`src/rtl/spi_initiator.sv`:
```
// SPI mode-0 initiator: streams bytes MSB-first on sck/copi under cs,
// captures cipo full-duplex and returns each received byte with a pulse.
//
// Ports:
//   clk, reset          clock, synchronous active-low reset
//   tx_valid_i/ready_o  byte stream in (tx_data_i, tx_last_i ends frame)
//   rx_valid_o/data_o   received byte, one-cycle valid pulse
//   busy_o              high whenever a frame is in progress
//   spi_sck_o/copi_o    SPI clock (idle low) and data to target
//   spi_cs_o            target select, active low
//   spi_cipo_i          SPI data from target
module spi_initiator #(
  parameter int CLK_DIV  = 4,
  parameter int CS_SETUP = 2,
  parameter int CS_HOLD  = 2
) (
  input  logic       clk,
  input  logic       reset,
  input  logic       tx_valid_i,
  input  logic [7:0] tx_data_i,
  input  logic       tx_last_i,
  output logic       tx_ready_o,
  output logic       rx_valid_o,
  output logic [7:0] rx_data_o,
  output logic       busy_o,
  output logic       spi_sck_o,
  output logic       spi_copi_o,
  output logic       spi_cs_o,
  input  logic       spi_cipo_i
);

  typedef enum logic [2:0] {
    IDLE,
    SETUP,
    LOW,
    HIGH,
    WAIT,
    HOLD
  } state_t;

  localparam int MAX_AB = (CLK_DIV > CS_SETUP) ? CLK_DIV : CS_SETUP;
  localparam int MAXC   = (MAX_AB > CS_HOLD) ? MAX_AB : CS_HOLD;
  localparam int CW     = (MAXC > 1) ? $clog2(MAXC) : 1;

  localparam logic [CW-1:0] DIV_LD   = CW'(CLK_DIV - 1);
  localparam logic [CW-1:0] SETUP_LD = CW'(CS_SETUP - 1);
  localparam logic [CW-1:0] HOLD_LD  = CW'(CS_HOLD - 1);

  state_t        state;
  logic [CW-1:0] cnt;
  logic [2:0]    bit_cnt;
  // bit 7 goes straight from tx_data_i to copi, so only 6..0 are kept
  logic [6:0]    tx_sh;
  logic [7:0]    rx_sh;
  logic          last_q;
  logic          accept;

  assign accept = tx_valid_i & tx_ready_o;

  always_ff @(posedge clk) begin
    if (!reset) begin
      state      <= IDLE;
      cnt        <= '0;
      bit_cnt    <= '0;
      tx_sh      <= '0;
      rx_sh      <= '0;
      last_q     <= 1'b0;
      tx_ready_o <= 1'b0;
      rx_valid_o <= 1'b0;
      rx_data_o  <= '0;
      busy_o     <= 1'b0;
      spi_sck_o  <= 1'b0;
      spi_copi_o <= 1'b0;
      spi_cs_o   <= 1'b1;
    end else begin
      rx_valid_o <= 1'b0;
      unique case (state)
        IDLE: begin
          if (accept) begin
            state      <= SETUP;
            cnt        <= SETUP_LD;
            bit_cnt    <= 3'd7;
            tx_sh      <= tx_data_i[6:0];
            last_q     <= tx_last_i;
            spi_copi_o <= tx_data_i[7];
            spi_cs_o   <= 1'b0;
            tx_ready_o <= 1'b0;
            busy_o     <= 1'b1;
          end else begin
            tx_ready_o <= 1'b1;
          end
        end
        SETUP: begin
          if (cnt == '0) begin
            state <= LOW;
            cnt   <= DIV_LD;
          end else begin
            cnt <= cnt - 1'b1;
          end
        end
        LOW: begin
          if (cnt == '0) begin
            // capture on the same edge sck rises
            state     <= HIGH;
            cnt       <= DIV_LD;
            spi_sck_o <= 1'b1;
            rx_sh     <= {rx_sh[6:0], spi_cipo_i};
          end else begin
            cnt <= cnt - 1'b1;
          end
        end
        HIGH: begin
          if (cnt == '0) begin
            spi_sck_o <= 1'b0;
            if (bit_cnt != 3'd0) begin
              state      <= LOW;
              cnt        <= DIV_LD;
              bit_cnt    <= bit_cnt - 1'b1;
              spi_copi_o <= tx_sh[6];
              tx_sh      <= {tx_sh[5:0], 1'b0};
            end else begin
              rx_data_o  <= rx_sh;
              rx_valid_o <= 1'b1;
              if (last_q) begin
                state <= HOLD;
                cnt   <= HOLD_LD;
              end else begin
                state      <= WAIT;
                tx_ready_o <= 1'b1;
              end
            end
          end else begin
            cnt <= cnt - 1'b1;
          end
        end
        WAIT: begin
          // CS is already low, so the next byte skips setup
          if (accept) begin
            state      <= LOW;
            cnt        <= DIV_LD;
            bit_cnt    <= 3'd7;
            tx_sh      <= tx_data_i[6:0];
            last_q     <= tx_last_i;
            spi_copi_o <= tx_data_i[7];
            tx_ready_o <= 1'b0;
          end
        end
        HOLD: begin
          if (cnt == '0) begin
            state      <= IDLE;
            spi_cs_o   <= 1'b1;
            spi_copi_o <= 1'b0;
            busy_o     <= 1'b0;
            tx_ready_o <= 1'b1;
          end else begin
            cnt <= cnt - 1'b1;
          end
        end
        default: state <= IDLE;
      endcase
    end
  end

endmodule

```
`config.mk`:
```
export PLATFORM = sky130hd
export DESIGN_NAME = spi_initiator
export DESIGN_NICKNAME = d
export VERILOG_FILES = /design/src/rtl/spi_initiator.sv
export SDC_FILE = /design/constraint.sdc
export NUM_CORES = 1
export LEC_CHECK = 0
export CAP_MARGIN = 25
export CORE_MARGIN = 3
export CORE_UTILIZATION = 53
export CTS_CLUSTER_DIAMETER = 200
export CTS_CLUSTER_SIZE = 30
export DETAILED_ROUTE_END_ITERATION = 6
export GPL_TIMING_DRIVEN = 0
export HOLD_SLACK_MARGIN = 0.05
export PLACE_DENSITY_LB_ADDON = 0.15
export SYNTH_ARGS = -nofsm -noshare
export SYNTH_HDL_FRONTEND = slang
export SYNTH_SLANG_ARGS = --single-unit
```
`constraint.sdc`:
```
create_clock -name clk -period 1.6 [get_ports clk]
set_input_delay 0.32 -clock clk [delete_from_list [all_inputs] [get_ports clk]]
set_output_delay 0.32 -clock clk [all_outputs]
set_load 0.05 [all_outputs]
```
Word level (Yosys, flattened, before mapping)
Cells that the tools add are included.
{"block": "word_totals", "out_inout_bits": 14, "in_bits": 13, "ff_bits": 38, "wordCells": 98}
{"block": "classes", "reduce_logical": 22, "bitwise_logic": 2, "eq_ne": 17, "mux": 42, "n_addsub": 2}
{"cell": "two-way mux 3 bit", "n": 10}
{"cell": "two-way mux 7 bit", "n": 3}
{"cell": "!= test 2 bit (second input constant)", "n": 10}
{"cell": "case mux 3 bit (6 select lines)", "n": 1}
{"cell": "two-way mux 2 bit", "n": 7}
{"cell": "case mux 7 bit (2 select lines)", "n": 1}
{"cell": "two-way mux 1 bit", "n": 13}
{"cell": "AND reduction 3 bit", "n": 4}
{"cell": "AND reduction 6 bit", "n": 2}
{"cell": "case mux 2 bit (5 select lines)", "n": 1}
{"cell": "AND reduction 5 bit", "n": 2}
{"cell": "equality test 3 x 2 -> 1 bit (second input constant)", "n": 2}
{"cell": "equality test 3 bit (second input constant)", "n": 2}
{"cell": "case mux 1 bit (2 select lines)", "n": 3}
{"cell": "case mux 3 bit (2 select lines)", "n": 1}
{"cell": "nonzero test 2 bit", "n": 3}
{"cell": "nonzero test 3 bit", "n": 2}
{"cell": "nonzero test 5 bit", "n": 1}
{"cell": "!= test 4 bit (second input constant)", "n": 1}
{"cell": "case mux 1 bit (4 select lines)", "n": 1}
{"cell": "AND reduction 2 bit", "n": 2}
{"cell": "AND reduction 4 bit", "n": 1}
{"cell": "nonzero test 4 bit", "n": 1}
{"cell": "OR reduction 2 bit", "n": 2}
{"cell": "9 further kinds", "n": 9}

Longest topological paths before layout
{"block": "logic_depth", "ltp_word": 4, "depth_mapped": 7, "mapped_depth_nobuf": 6}

Least setup slack after synthesis
No wires, ideal clock.
{"block": "synth_timing", "kind": "reg2reg", "start": "reg tx_ready_o", "end": "reg tx_sh[6]", "slack_ns": 0.009, "synth_period_minus_slack_ns": 1.591, "setup_time_ns": 0.091, "n_path_buf": 2, "path_stages_with_launch": 7, "t_required_ns": 1.509, "t_arrival_ns": 1.500, "cell_sequence": "dfxtp_1 > and4bb_1 > buf_6 > a31o_4 > buf_6 > nor2_1 > a311oi_1"}
{"block": "synth_via", "elab_chain_cells": 3}
{"item": "start, declared", "line_no": "22", "source": "output logic tx_ready_o,"}
{"item": "start signal, assigned", "line_no": "68", "source": "tx_ready_o <= 1'b0;"}
{"item": "start signal, assigned", "line_no": "87", "source": "tx_ready_o <= 1'b0;"}
{"item": "start signal, assigned", "line_no": "90", "source": "tx_ready_o <= 1'b1;"}
{"item": "bitwise AND 1 bit", "line_no": "58", "source": "assign accept = tx_valid_i & tx_ready_o;"}
{"item": "!= test 2 x 1 -> 1 bit (no source line)"}
{"item": "AND reduction 4 bit (no source line)"}
{"item": "end signal, assigned", "line_no": "83", "source": "tx_sh <= tx_data_i[6:0];"}
{"item": "end signal, assigned", "line_no": "120", "source": "tx_sh <= {tx_sh[5:0], 1'b0};"}
{"item": "end signal, assigned", "line_no": "142", "source": "tx_sh <= tx_data_i[6:0];"}
{"item": "end, declared", "line_no": "53", "source": "logic [6:0] tx_sh;"}
Every way passes these cells.
A chain may end at the register's enable or synchronous reset.

Final worst setup path
{"block": "layout_timing", "start": "reg busy_o", "end": "out busy_o"}
{"item": "start, declared", "line_no": "25", "source": "output logic busy_o,"}
{"item": "start signal, assigned", "line_no": "71", "source": "busy_o <= 1'b0;"}
{"item": "start signal, assigned", "line_no": "88", "source": "busy_o <= 1'b1;"}
{"item": "start signal, assigned", "line_no": "153", "source": "busy_o <= 1'b0;"}
No word-level cell between the ends.

==> run_summary.xml <==
<?xml version="1.0" encoding="UTF-8"?>
<metrics>
  <group name="power">
    <metric name="fraction_of_power_spent_switching_nets" unit="">0.3968</metric>
    <metric name="internal_power" unit="mW">2.155</metric>
    <metric name="power_leakage" unit="nW">0.8857</metric>
    <metric name="peakVddDrop" unit="mV">0.7778</metric>
    <metric name="p_sw" unit="mW">1.418</metric>
    <metric name="part_of_the_total_power_dissipated_in_sequential_elements" unit="">0.347</metric>
    <metric name="power.share.combinational" unit="">0.465</metric>
    <metric name="pwr-share-clk" unit="">0.188</metric>
    <metric name="pwr_density_cell" unit="mW/mm²">1616</metric>
  </group>
  <group name="critical_path">
    <metric name="critical_path_class" unit="">reg2out</metric>
    <metric name="cp.required" unit="ns">1.28</metric>
    <metric name="slowest_stage" unit="">sky130_fd_sc_hd__dlygate4sd2_1</metric>
    <metric name="critical_path.reg2reg.startpoint" unit="">cnt[0]$_SDFFE_PN0P_</metric>
    <metric name="r2r-end" unit="">spi_copi_o$_SDFFE_PN0P_</metric>
    <metric name="path_max_fanout" unit="">2</metric>
    <metric name="reg2reg_slack" unit="ns">0.06</metric>
    <metric name="cpPeakStageDelay" unit="ns">0.53</metric>
    <metric name="worst_setup_path_end_kind" unit="">output pin</metric>
    <metric name="worstRegToRegCells" unit="">6</metric>
    <metric name="arrival" unit="ns">1.22</metric>
    <metric name="timing.critical_path.buf_inv" unit="">1</metric>
    <metric name="critPathLaunchType" unit="">register</metric>
    <metric name="crit_chain" unit="">dlygate4sd2_1</metric>
    <metric name="critical_path.top_delay_family" unit="">buffers and inverters</metric>
  </group>
  <group name="clocking">
    <metric name="root_cell_of_the_clock_tree" unit="">sky130_fd_sc_hd__clkbuf_4</metric>
    <metric name="path_clk_slew" unit="ns">0.12</metric>
    <metric name="clk_latency" unit="ns">0.34</metric>
    <metric name="holdBufCountCts" unit="">0</metric>
    <metric name="clock_tree.buffer_depth" unit="">2</metric>
    <metric name="cts_made_buffers" unit="">5</metric>
    <metric name="clock_h_tree_levels" unit="">2</metric>
    <metric name="numClockSinks" unit="">38</metric>
    <metric name="cts_tree" unit="">yes</metric>
  </group>
  <group name="synth">
    <metric name="synth_area_per_cell" unit="µm²">8.967</metric>
    <metric name="synth_cells" unit="">198</metric>
    <metric name="yosys_warning_total" unit="">0</metric>
    <metric name="syn-cell-area" unit="mm²">0.001775</metric>
    <metric name="synthAdderAreaFrac" unit="">0.02819</metric>
    <metric name="synth_xor_area_frac" unit="">0</metric>
    <metric name="dominant_combinational_cell_family_by_area_after_synthesis" unit="">simple AND/OR/NAND/NOR gates</metric>
    <metric name="mappedNetlistNets" unit="">215</metric>
    <metric name="seq_area_frac_synth" unit="">0.4285</metric>
    <metric name="synth-compound-area-share" unit="">0.1818</metric>
    <metric name="synth.ff_latch_count" unit="">38</metric>
    <metric name="synth_simple_gate_area_share" unit="">0.1868</metric>
    <metric name="yosys.cell_types.count" unit="">38</metric>
    <metric name="synth.mux.area_fraction" unit="">0.1071</metric>
  </group>
  <group name="detailed_routing">
    <metric name="drt_iter0_markers" unit="">149</metric>
    <metric name="route.vias.total" unit="">1562</metric>
    <metric name="routed_wirelength" unit="µm">4001</metric>
    <metric name="detail_route.drc_violations" unit="">0</metric>
    <metric name="firstDrtPassIters" unit="">4</metric>
    <metric name="drt.antenna.violating_nets" unit="">0</metric>
    <metric name="viasPerCell" unit="">5.701</metric>
    <metric name="mean_routed_wirelength_per_cell" unit="µm">14.60</metric>
  </group>
  <group name="global_routing">
    <metric name="grt_antenna_before_repair" unit="">0</metric>
    <metric name="first_global_vias" unit="">1465</metric>
    <metric name="grt_first_pass_wirelength" unit="µm">6644</metric>
    <metric name="grt_remaining_overflow" unit="">0</metric>
    <metric name="grt_max_degree" unit="">12</metric>
    <metric name="global_route.usage.total" unit="">0.2041</metric>
  </group>
  <group name="place">
    <metric name="dpl_cell_area" unit="mm²">0.002081</metric>
    <metric name="post-place-ws" unit="ns">-0.1985</metric>
    <metric name="place_congestion" unit="">0.8751</metric>
    <metric name="dpl.hpwl" unit="µm">2792</metric>
    <metric name="place.port_buffers" unit="">25</metric>
  </group>
  <group name="sta">
    <metric name="hold_violations" unit="">0</metric>
    <metric name="post-route-worst-setup-slack" unit="ns">0.05761</metric>
    <metric name="maxSlewHeadroom" unit="">0.6752</metric>
    <metric name="hold_slack" unit="ns">0.3343</metric>
    <metric name="timing_max_transition_violations_final" unit="">0</metric>
    <metric name="period_needed" unit="ns">1.542</metric>
    <metric name="grt_setup_unrepaired" unit="">yes</metric>
    <metric name="period_share" unit="">0.9640</metric>
    <metric name="worst_pin_slew" unit="ns">0.4892</metric>
    <metric name="setup_viol" unit="">0</metric>
    <metric name="achievable-frequency" unit="MHz">648.3</metric>
    <metric name="fin_skew" unit="ns">0.01035</metric>
  </group>
  <group name="die">
    <metric name="fp.coreArea" unit="mm²">0.003128</metric>
    <metric name="design.die.area" unit="mm²">0.004081</metric>
    <metric name="die_x" unit="µm">63.88</metric>
    <metric name="top_level_ports" unit="">27</metric>
    <metric name="floorplan.die.height" unit="µm">63.88</metric>
    <metric name="rows" unit="">20</metric>
    <metric name="initial_utilization" unit="">0.5676</metric>
  </group>
  <group name="worst_hold_path">
    <metric name="hold_ep" unit="">spi_cs_o$_SDFFE_PN1P_</metric>
    <metric name="min_from" unit="">reset</metric>
    <metric name="timing.hold.worst.class" unit="">in2reg</metric>
    <metric name="whs_path_depth" unit="">2</metric>
  </group>
  <group name="run">
    <metric name="number_of_maximum_capacitance_constraint_violations" unit="">0</metric>
  </group>
  <group name="final_layout">
    <metric name="most_common_cell_after_layout_fill_and_taps_aside" unit="">sky130_fd_sc_hd__dfxtp_1</metric>
    <metric name="drive_gt1_frac" unit="">0.1652</metric>
    <metric name="layout.cells.most_common_list" unit="">sky130_fd_sc_hd__dfxtp_1, sky130_fd_sc_hd__nor2_1, sky130_fd_sc_hd__nand2_1, sky130_fd_sc_hd__mux2i_1, sky130_fd_sc_hd__o21ai_0</metric>
    <metric name="net_count_final" unit="">247</metric>
    <metric name="post-route-util" unit="">0.7068</metric>
    <metric name="insertedDiodeCount" unit="">0</metric>
    <metric name="finish.instance_area" unit="mm²">0.002211</metric>
    <metric name="layout-area-overhead-vs-synth" unit="%">24.52</metric>
  </group>
  <group name="status">
    <metric name="outcome" unit="">completed</metric>
  </group>
</metrics>
[synth_stat cells, drive strengths merged]
cell / number / area share
a211oi: 3 / 0.013
o311ai: 1 / 0.0049
o211a: 1 / 0.0056
nand4bb: 1 / 0.0063
nand2b: 3 / 0.011
a21oi: 9 / 0.025
nand4b: 1 / 0.0049
nor2b: 3 / 0.011
o21ai: 12 / 0.034
a221oi: 2 / 0.0099
and2: 2 / 0.0070
nand2: 22 / 0.047
a311oi: 9 / 0.048
nor2: 26 / 0.056
buf: 10 / 0.040
or3: 1 / 0.0035
and3: 3 / 0.011
a21o: 1 / 0.0042
a31o: 1 / 0.0099
nand3b: 1 / 0.0042
nor3: 3 / 0.0085
o211ai: 1 / 0.0042
o311a: 1 / 0.0056
dfxtp: 38 / 0.43
clkbuf: 5 / 0.011
a31oi: 1 / 0.0035
inv: 8 / 0.017
a311o: 1 / 0.0056
mux2i: 19 / 0.11
o21a: 2 / 0.0085
and3b: 1 / 0.0049
and4b: 1 / 0.0056
ha: 4 / 0.028
and4bb: 1 / 0.0070
[timing repair]
item                       CTS  global route
pin swaps                    0             1
buffers inserted             0             0
gates resized for setup     22            21
setup endpoints to repair   28            28
[worst max path at each step]
stage,start,endpoint,slack [ns],cells past startpoint
6_report,busy_o$_SDFFE_PN0P_,busy_o,0.06,1
5_1_grt,bit_cnt[0]$_SDFFE_PN0P_,rx_data_o[6]$_SDFFE_PN0P_,-0.002,7
4_1_cts,cnt[0]$_SDFFE_PN0P_,rx_sh[4]$_SDFFE_PN0P_,0.001,6
3_5_place_dp,tx_valid_i,tx_sh[5]$_SDFFE_PN0P_,-0.20,7
3_3_place_gp,tx_valid_i,tx_sh[4]$_SDFFE_PN0P_,-0.18,7
2_1_floorplan,tx_ready_o$_SDFFE_PN0P_,tx_sh[6]$_SDFFE_PN0P_,0.009,6
[metal layers]
metal,share of wire,track usage,vias up
met5,0,0,-
met4,0.0090,0.04043,0
met3,0.048,0.04921,7
met2,0.49,0.3548,45
met1,0.45,0.2552,751
li1,-,-,759
[cells by family (layout without fill, tap and decap cells)]
family	after synthesis	count (layout)
and+or+nand+nor	69	69
AOI/OAI and AO/OA	45	45
DFF	38	38
buffers and inverters	23	55
muxes	19	19
adders and majority gates	4	4
[area by class of cell]
type	instances	area (µm²)
multi-input combinational	137	948.4
inverter	8	30.03
sequential	38	765.7
fill	250	917.1
clock inverter	1	30.03
tap	44	55.05
timing repair buffer	25	226.5
clock buffer	6	51.30
buffer	15	103.9
[power by group through the flow]
stage                     Sequential [mW]  Clock, mW  Combinational [mW]
after global routing                 1.26      0.725                1.79
after detailed placement             1.24          0                1.50
after floorplan                      1.34          0                1.01
after global placement               1.23          0                1.44
final                                1.24      0.671                1.66
after CTS                            1.22      0.674                1.58
[per-stage QoR]
| stage | cells | total power, mW | TNS, ns |
|---|---|---|---|
| floorplan | 198 | 2.357 | 0 |
| global placement | 267 | 2.673 | -1.256 |
| detailed placement | 267 | 2.738 | -1.920 |
| CTS | 274 | 3.468 | 0 |
| global route | 274 | 3.775 | -0.002071 |
| finish | 274 | 3.572 | 0 |
[flip-flops by register name, summed over array words and instances (netlist names)]
signal / flops
tx_sh: 7
state: 3
spi_copi_o: 1
rx_sh: 8
spi_sck_o: 1
cnt: 2
busy_o: 1
rx_valid_o: 1
spi_cs_o: 1
tx_ready_o: 1
rx_data_o: 8
bit_cnt: 3
last_q: 1
Note: power is estimated with default switching activity, not from simulation.
